<file path="config.mk">
export PLATFORM = sky130hd
export DESIGN_NAME = rgb_to_yuv_pipe
export DESIGN_NICKNAME = d
export VERILOG_FILES = /design/src/rtl/rgb_to_yuv_pipe.sv
export SDC_FILE = /design/constraint.sdc
export NUM_CORES = 1
export LEC_CHECK = 0
export BUFFER_PORTS_ARGS = -buffer_cell sky130_fd_sc_hd__buf_4
export CAP_MARGIN = 20
export CELL_PAD_IN_SITES_DETAIL_PLACEMENT = 1
export CELL_PAD_IN_SITES_GLOBAL_PLACEMENT = 1
export CORE_MARGIN = 4
export CORE_UTILIZATION = 55
export CTS_CLUSTER_SIZE = 24
export DETAILED_ROUTE_END_ITERATION = 16
export GPL_TIMING_DRIVEN = 1
export HOLD_SLACK_MARGIN = 0.12
export PLACE_DENSITY = 0.88
export SLEW_MARGIN = 40
export SYNTH_ARGS = -nofsm -noshare
export SYNTH_HDL_FRONTEND = slang
export SYNTH_SLANG_ARGS = --single-unit
</file>
<file path="constraint.sdc">
create_clock -name clk -period 17.9 [get_ports clk]
set_input_delay 1.79 -clock clk [delete_from_list [all_inputs] [get_ports clk]]
set_output_delay 1.79 -clock clk [all_outputs]
set_load 0.01 [all_outputs]
</file>
<file path="src/rtl/rgb_to_yuv_pipe.sv">
// RGB to YUV colour-space converter.
// Three register stages (products, sum/round/clamp, 2-entry output buffer)
// share one advance enable, which is also s_ready. The colour standard and
// the chroma mode are captured on the first pixel of each line. In 4:2:2 mode,
// pixel pairs are merged into two beats that carry averaged Cb and Cr.
module rgb_to_yuv_pipe #(
  parameter int DATA_W = 8
) (
  input  logic              clk,
  input  logic              rst,
  input  logic              cfg_709,
  input  logic              cfg_422,
  input  logic              s_valid,
  output logic              s_ready,
  input  logic [DATA_W-1:0] s_r,
  input  logic [DATA_W-1:0] s_g,
  input  logic [DATA_W-1:0] s_b,
  input  logic              s_last,
  output logic              m_valid,
  input  logic              m_ready,
  output logic [DATA_W-1:0] m_y,
  output logic [DATA_W-1:0] m_u,
  output logic [DATA_W-1:0] m_v,
  output logic              m_last
);

  localparam int PW = DATA_W + 10;  // coefficient (10b signed) x component (DATA_W+1 signed)
  localparam int SW = DATA_W + 11;  // sum of three products plus rounding, never overflows
  localparam logic signed [SW-1:0] RND  = SW'(128);
  localparam logic signed [SW-1:0] MID  = SW'(2 ** (DATA_W - 1));
  localparam logic signed [SW-1:0] MAXV = SW'(2 ** DATA_W - 1);

  typedef struct packed {
    logic [DATA_W-1:0] y;
    logic [DATA_W-1:0] u;
    logic [DATA_W-1:0] v;
    logic              last;
  } beat_t;

  function automatic logic [DATA_W-1:0] clamp(input logic signed [SW-1:0] x);
    if (x < 0)         return '0;
    else if (x > MAXV) return MAXV[DATA_W-1:0];
    else               return x[DATA_W-1:0];
  endfunction

  function automatic logic [DATA_W-1:0] avg(input logic [DATA_W-1:0] a, input logic [DATA_W-1:0] b);
    logic [DATA_W:0] s;
    s = {1'b0, a} + {1'b0, b} + (DATA_W+1)'(1);
    return s[DATA_W:1];
  endfunction

  logic en;
  logic accept;

  // ---------------- line state: mode sampling and parity ----------------
  logic line_start_q, par_q, mode709_q, mode422_q;
  logic px_709, px_422, px_odd;

  assign accept = s_valid && s_ready;
  assign px_709 = line_start_q ? cfg_709 : mode709_q;
  assign px_422 = line_start_q ? cfg_422 : mode422_q;
  assign px_odd = line_start_q ? 1'b0 : par_q;

  // Capture the mode at line start; toggle parity on each accepted pixel.
  always_ff @(posedge clk) begin
    if (rst) begin
      line_start_q <= 1'b1;
      par_q        <= 1'b0;
      mode709_q    <= 1'b0;
      mode422_q    <= 1'b0;
    end else if (accept) begin
      if (line_start_q) begin
        mode709_q <= cfg_709;
        mode422_q <= cfg_422;
      end
      par_q        <= s_last ? 1'b0 : ~px_odd;
      line_start_q <= s_last;
    end
  end

  // ---------------- stage 1: products ----------------
  logic signed [9:0]        coef [9];
  logic [DATA_W-1:0]        comp [3];
  logic signed [PW-1:0]     prod_d [9];
  logic signed [PW-1:0]     prod_q [9];
  logic                     v1_q, last1_q, m422_1_q, odd1_q;

  assign comp[0] = s_r;
  assign comp[1] = s_g;
  assign comp[2] = s_b;

  // Select the coefficient set (Y row, U row, V row; R,G,B columns).
  always_comb begin
    coef = '{10'sd77, 10'sd150, 10'sd29, -10'sd43, -10'sd85, 10'sd128, 10'sd128, -10'sd107, -10'sd21};
    if (px_709) begin
      coef = '{10'sd54, 10'sd183, 10'sd19, -10'sd29, -10'sd99, 10'sd128, 10'sd128, -10'sd116, -10'sd12};
    end
  end

  for (genvar gi = 0; gi < 9; gi++) begin : g_prod
    assign prod_d[gi] = $signed({1'b0, comp[gi % 3]}) * coef[gi];
  end

  // Stage-1 register: products plus per-pixel sideband.
  always_ff @(posedge clk) begin
    if (rst) begin
      v1_q <= 1'b0;
    end else if (en) begin
      v1_q     <= s_valid;
      last1_q  <= s_last;
      m422_1_q <= px_422;
      odd1_q   <= px_odd;
      prod_q   <= prod_d;
    end
  end

  // ---------------- stage 2: sum, round, offset, clamp ----------------
  logic signed [SW-1:0] sum_d [3];
  logic [DATA_W-1:0]    res_d [3];
  logic [DATA_W-1:0]    res_q [3];
  logic                 v2_q, last2_q, m422_2_q, odd2_q;

  for (genvar gi = 0; gi < 3; gi++) begin : g_sum
    assign sum_d[gi] = (SW'(prod_q[3*gi]) + SW'(prod_q[3*gi+1]) + SW'(prod_q[3*gi+2]) + RND) >>> 8;
    assign res_d[gi] = clamp(sum_d[gi] + ((gi == 0) ? SW'(0) : MID));
  end

  // Stage-2 register: clamped Y/U/V and sideband.
  always_ff @(posedge clk) begin
    if (rst) begin
      v2_q <= 1'b0;
    end else if (en) begin
      v2_q     <= v1_q;
      last2_q  <= last1_q;
      m422_2_q <= m422_1_q;
      odd2_q   <= odd1_q;
      res_q    <= res_d;
    end
  end

  // ---------------- stage 3: pair register and 2-entry output buffer ----------------
  logic [DATA_W-1:0] pair_q [3];
  beat_t             ent_q [2];
  beat_t             ent_d [2];
  logic [1:0]        cnt_q, cnt_d, base;
  logic [1:0]        need;
  logic [2:0]        free;
  logic              pop;
  beat_t             beat_a, beat_b;

  assign pop     = (cnt_q != 2'd0) && m_ready;
  assign free    = 3'd2 - {1'b0, cnt_q} + {2'b0, pop};
  assign en      = !rst && ({1'b0, need} <= free);
  assign s_ready = en;

  // Work out how many beats the stage-2 pixel produces and what they carry.
  always_comb begin
    need   = 2'd0;
    beat_a = '{y: res_q[0], u: res_q[1], v: res_q[2], last: last2_q};
    beat_b = '{y: res_q[0], u: avg(pair_q[2], res_q[2]), v: '0, last: last2_q};
    if (v2_q) begin
      if (!m422_2_q) begin
        need = 2'd1;
      end else if (odd2_q) begin
        need   = 2'd2;
        beat_a = '{y: pair_q[0], u: avg(pair_q[1], res_q[1]), v: '0, last: 1'b0};
      end else if (last2_q) begin
        need   = 2'd1;
        beat_a = '{y: res_q[0], u: res_q[1], v: '0, last: 1'b1};
      end
    end
  end

  // Buffer next state: pop the head first, then append the new beats.
  always_comb begin
    ent_d = ent_q;
    base  = cnt_q;
    if (pop) begin
      ent_d[0] = ent_q[1];
      base     = cnt_q - 2'd1;
    end
    cnt_d = base;
    if (en && need == 2'd2) begin
      ent_d[0] = beat_a;
      ent_d[1] = beat_b;
      cnt_d    = 2'd2;
    end else if (en && need == 2'd1) begin
      ent_d[base[0]] = beat_a;
      cnt_d          = base + 2'd1;
    end
  end

  // Output buffer and 4:2:2 even-pixel pair register.
  always_ff @(posedge clk) begin
    if (rst) begin
      cnt_q  <= 2'd0;
      ent_q  <= '{default: '0};
      pair_q <= '{default: '0};
    end else begin
      cnt_q <= cnt_d;
      ent_q <= ent_d;
      if (en && v2_q && m422_2_q && !odd2_q && !last2_q) begin
        pair_q <= res_q;
      end
    end
  end

  assign m_valid = (cnt_q != 2'd0);
  assign m_y     = ent_q[0].y;
  assign m_u     = ent_q[0].u;
  assign m_v     = ent_q[0].v;
  assign m_last  = ent_q[0].last;

endmodule

</file>
; ---- After elaboration in Yosys (flattened, before gate mapping)
; Cells that the tools add are included.
[totals]
regBits = 274
input_bits = 31
out_inout_bits = 27
wordCells = 121
[op_classes]
add_sub_neg = 19
mul = 9
order_cmp = 9
n_eq_ne = 2
mux = 25
bitwise = 3
reduce_logical = 17
[op_table]
columns = op, count
row1 = $mul A9 B10 Y18, 9
row2 = $mux W25, 5
row3 = $mux W50, 2
row4 = $mux W87, 1
row5 = $add A18 B18 Y19, 3
row6 = $add A19 B18 Y19, 3
row7 = $add A19 B9 Y19 const B, 3
row8 = $bwmux W50, 1
row9 = $demux W25 S1, 1
row10 = $add A11 B9 Y12 const B, 2
row11 = $gt A12 B9 Y1 const B, 2
row12 = $lt A12 B1 Y1 const B, 2
row13 = $mux W8, 3
row14 = $add A8 B8 Y9, 2
row15 = $add A9 B1 Y9 const B, 2
row16 = $mux W2, 6
row17 = $gt A11 B9 Y1 const B, 1
row18 = $lt A11 B1 Y1 const B, 1
row19 = $logic_and A1 B1 Y1, 10
row20 = $mux W9, 1
row21 = $mux W1, 5
row22 = $reduce_bool A2 Y1, 2
row23 = $add A3 B1 Y3, 1
row24 = $le A2 B3 Y1, 1
row25 = other kinds (12), 15

; ---- Depth between registers and ports, before layout
[depth]
ltp_word = 11
depth_mapped = 23
mapped_depth_nobuf = 21

; ---- Least setup slack after synthesis
; No wires, ideal clock.
[synth_path]
kind = input port to output port
start = input m_ready
end = output s_ready
t_arrival_ns = 7.241
t_required_ns = 16.110
slack_ns = 8.869
cell_stages = 12
path_buffers = 3
cell_sequence = nor2b_1 -> clkbuf_1 -> clkinv_1 -> clkbuf_1 -> ha_1 -> ha_1 -> ha_1 -> nor2b_1 -> o21ai_1 -> nand2b_1 -> clkbuf_1 -> inv_1
[synth_between]
elab_chain_cells = 4
[synth_rtl]
columns = element, line_no
row1 = "start, declared", 20  ; input logic m_ready,
row2 = $logic_and A1 B1 Y1, 151  ; assign pop = (cnt_q != 2'd0) && m_ready;
row3 = $add A3 B1 Y3, 152  ; assign free = 3'd2 - {1'b0, cnt_q} + {2'b0, pop};
row4 = $le A2 B3 Y1, 153  ; assign en = !rst && ({1'b0, need} <= free);
row5 = $logic_and A1 B1 Y1, 153
row6 = "end, declared", 14  ; output logic s_ready,
; Every way passes these cells.

==> impl_metrics.toml <==
[timing]
relSlewSlack_pct = 44.7
rsz0062_at_grt = "false"
worst_pin_slew_ns = 0.823
hold_viol_final = 0
setup_violations = 0
slew_violations = 0
max_freq_mhz = 140
fin_crit_sh_pct = 40.0
min_period_ns = 7.16
fin_skew_ns = 0.0213
tns_ns = 0

[worst_setup_path]
timing.rr.start = "line_start_q$_SDFFE_PP1P_"
crit_path_end_kind = "flip-flop"
reg2reg_depth = 21
path_max_fanout = 31
startpoint_type = "input pin"
rrSetupSlack_ns = 11.46
critPathArrivalTime_ns = 7.45
critPathRequiredTime_ns = 18.19
setup.worst_path.class = "input pin to flip-flop"
endpoint = "prod_q[89]$_DFFE_PP_"
rr_endpoint = "prod_q[89]$_DFFE_PP_"
cp-startpoint = "cfg_709"

[routing]
first_iter_violations = 1399
wl_um = 73800
met2WireLength_um = 38700
vias_per_cell = 5.79
drtPass1Iterations = 5
routed-via-count = 18200
ant_nets = 0
highest_layer = "met5"
remaining_drc_errors = 0
wl_per_cell_um = 23.5
wl_met1_um = 26700
met3WireLength_um = 3640

[finish]
seq_area_um2 = 6600
drive_gt1_share_pct = 5.98
multi_input_area_um2 = 15300
final.fill_count = 4841
utilization_pct = 60.6
n_antenna_cell = 0
fin_nets = 3197
stdcell_area_um2 = 26300
synthToLayoutAreaGrowth_pct = 8.12

[die]
core-area_um2 = 43400
floorplan.initialDensity_pct = 56.1
rows = 76
die_h_um = 218
dieWidth_um = 218
ioPinCount = 58
dieArea_um2 = 47600

[status]
status = "finished, final reports clean"

[yosys]
yosys.area.top_type = "edfxtp_1"
syn-cell-area_um2 = 24300
yosys_warnings = 0
synth.most_common_cell = "inv_1"
yosysUniqueCellTypes = 73
synth-seq-area-share_pct = 27.1
syn_avg_cell_area_um2 = 9.75
yosys.area.top_type_share_pct = 20.4
ys_top_cells_by_count = "inv_1, ha_1, fa_1"
synthCells = 2493
synth_area_leaders = "edfxtp_1, fa_1, ha_1, inv_1, dfxtp_1"
synth_edf_count = 165
async_flop_share_pct = 0
synth-seq-cells = 247
synth-main-ff-cell = "edfxtp_1"

[placement]
port_buffers = 57
place_hpwl_um = 55000
place_area_um2 = 25300
gp_congestion = 0.889

[clock_network]
root_buffer = "clkbuf_16"
postCtsSetupRepairBufs = 0
numClockSinks = 247
cts_tree = "yes"
clk_pin_slew_ns = 0.06
cts_buffer_depth = 3
htreeDepth = 1
clk-insertion-delay-late_ns = 0.58
cts_buffers = 29
ctsHoldBuffers = 0
cts_resized = 0

[min_path]
worst_hold_path_type = "flip-flop to flip-flop"

[global_route]
antenna_found_initial = 1
gr-total-overflow = 0
grt_pass1_vias = 21000
grt_max_degree = 75
track_usage_pct = 31.2
grt_pass1_wl_um = 116000

[run]
drv_cap = 0
[state kept, by name, indices dropped and copies added, names as in the netlist, 2 cells and up]
name / count
ent_q: 25
m_v: 8
cnt_q: 2
res_q: 16
beat_b: 8
m_u: 8
pair_q: 24
prod_q: 135
m_y: 8
[placed cells by master, fill, tap and decap left out, types with 17 or more instances in the layout]
cell,count
a21oi_1,131
and2_1,19
edfxtp_1,165
nand2_1,212
nor2_1,122
o21a_1,26
nand3_1,27
conb_1,27
o21ai_0,43
or2_2,17
xor2_1,27
clkbuf_16,31
nand2b_1,19
dfxtp_1,82
inv_1,579
fa_1,243
ha_1,385
xnor2_1,67
nor3_1,26
a21o_1,26
buf_4,63
nor2b_1,19
[worst min-delay path by stage]
stage	start	endpoint	slack, ns	depth (start not counted)
after floorplan	last1_q$_DFFE_PP_	last2_q$_DFFE_PP_	0.40	0
after global placement	odd1_q$_DFFE_PP_	odd2_q$_DFFE_PP_	0.40	0
after detailed placement	last1_q$_DFFE_PP_	last2_q$_DFFE_PP_	0.41	0
after CTS	last1_q$_DFFE_PP_	last2_q$_DFFE_PP_	0.43	0
after global routing	odd1_q$_DFFE_PP_	odd2_q$_DFFE_PP_	0.43	0
final	last1_q$_DFFE_PP_	last2_q$_DFFE_PP_	0.43	0
[kinds of logic after synthesis]
kind of cell | synth area share [%]
other | 0.0309
buffers and inverters | 10.5
AOI/OAI and AO/OA | 9.26
and+or+nand+nor | 9.49
adders and majority gates | 39.8
xor gates and xnor gates | 3.39
muxes | 0.345
DFF | 27.1
[final cells by class]
class	count	area share (%)
clock buffer	40	3.22
clock inverter	13	0.367
inverter	581	8.32
multi-input combinational	1613	58.2
sequential	247	25.1
tap	585	2.78
timing repair buffer	66	1.99
[layer usage]
| metal | track usage, % | vias up |
|---|---|---|
| met5 | 0 | - |
| met4 | 16.3 | 2 |
| met3 | 4.74 | 316 |
| met2 | 58.2 | 616 |
| met1 | 34.2 | 9165 |
| li1 | - | 8120 |
[stage by stage]
stage,hold slack (ns),worst slack [ns],instances
2_1_floorplan,0.400,8.87,2518
3_3_place_gp,0.401,10.80,3090
6_report,0.428,10.74,3145
5_1_grt,0.433,10.57,3145
4_1_cts,0.430,10.89,3144
3_5_place_dp,0.415,10.40,3091
[worst max-delay path: stages]
cell      delay, ns
buf_4          0.12
mux2i_4        0.12
buf_4          0.41
nor2_1         0.19
fa_1           0.57
inv_1          0.09
fa_1           0.55
inv_1          0.08
ha_1           0.28
inv_1          0.05
fa_1           0.59
inv_1          0.08
ha_1           0.31
a21o_1         0.17
a21oi_1        0.26
o21ai_1        0.13
a211oi_1       0.42
o31ai_1        0.19
or4_1          0.46
a31o_2         0.26
a21oi_1        0.20
xnor2_1        0.11
Power is not shown: default switching activity piles up to over one toggle a cycle in this logic, so the estimate is an artifact.
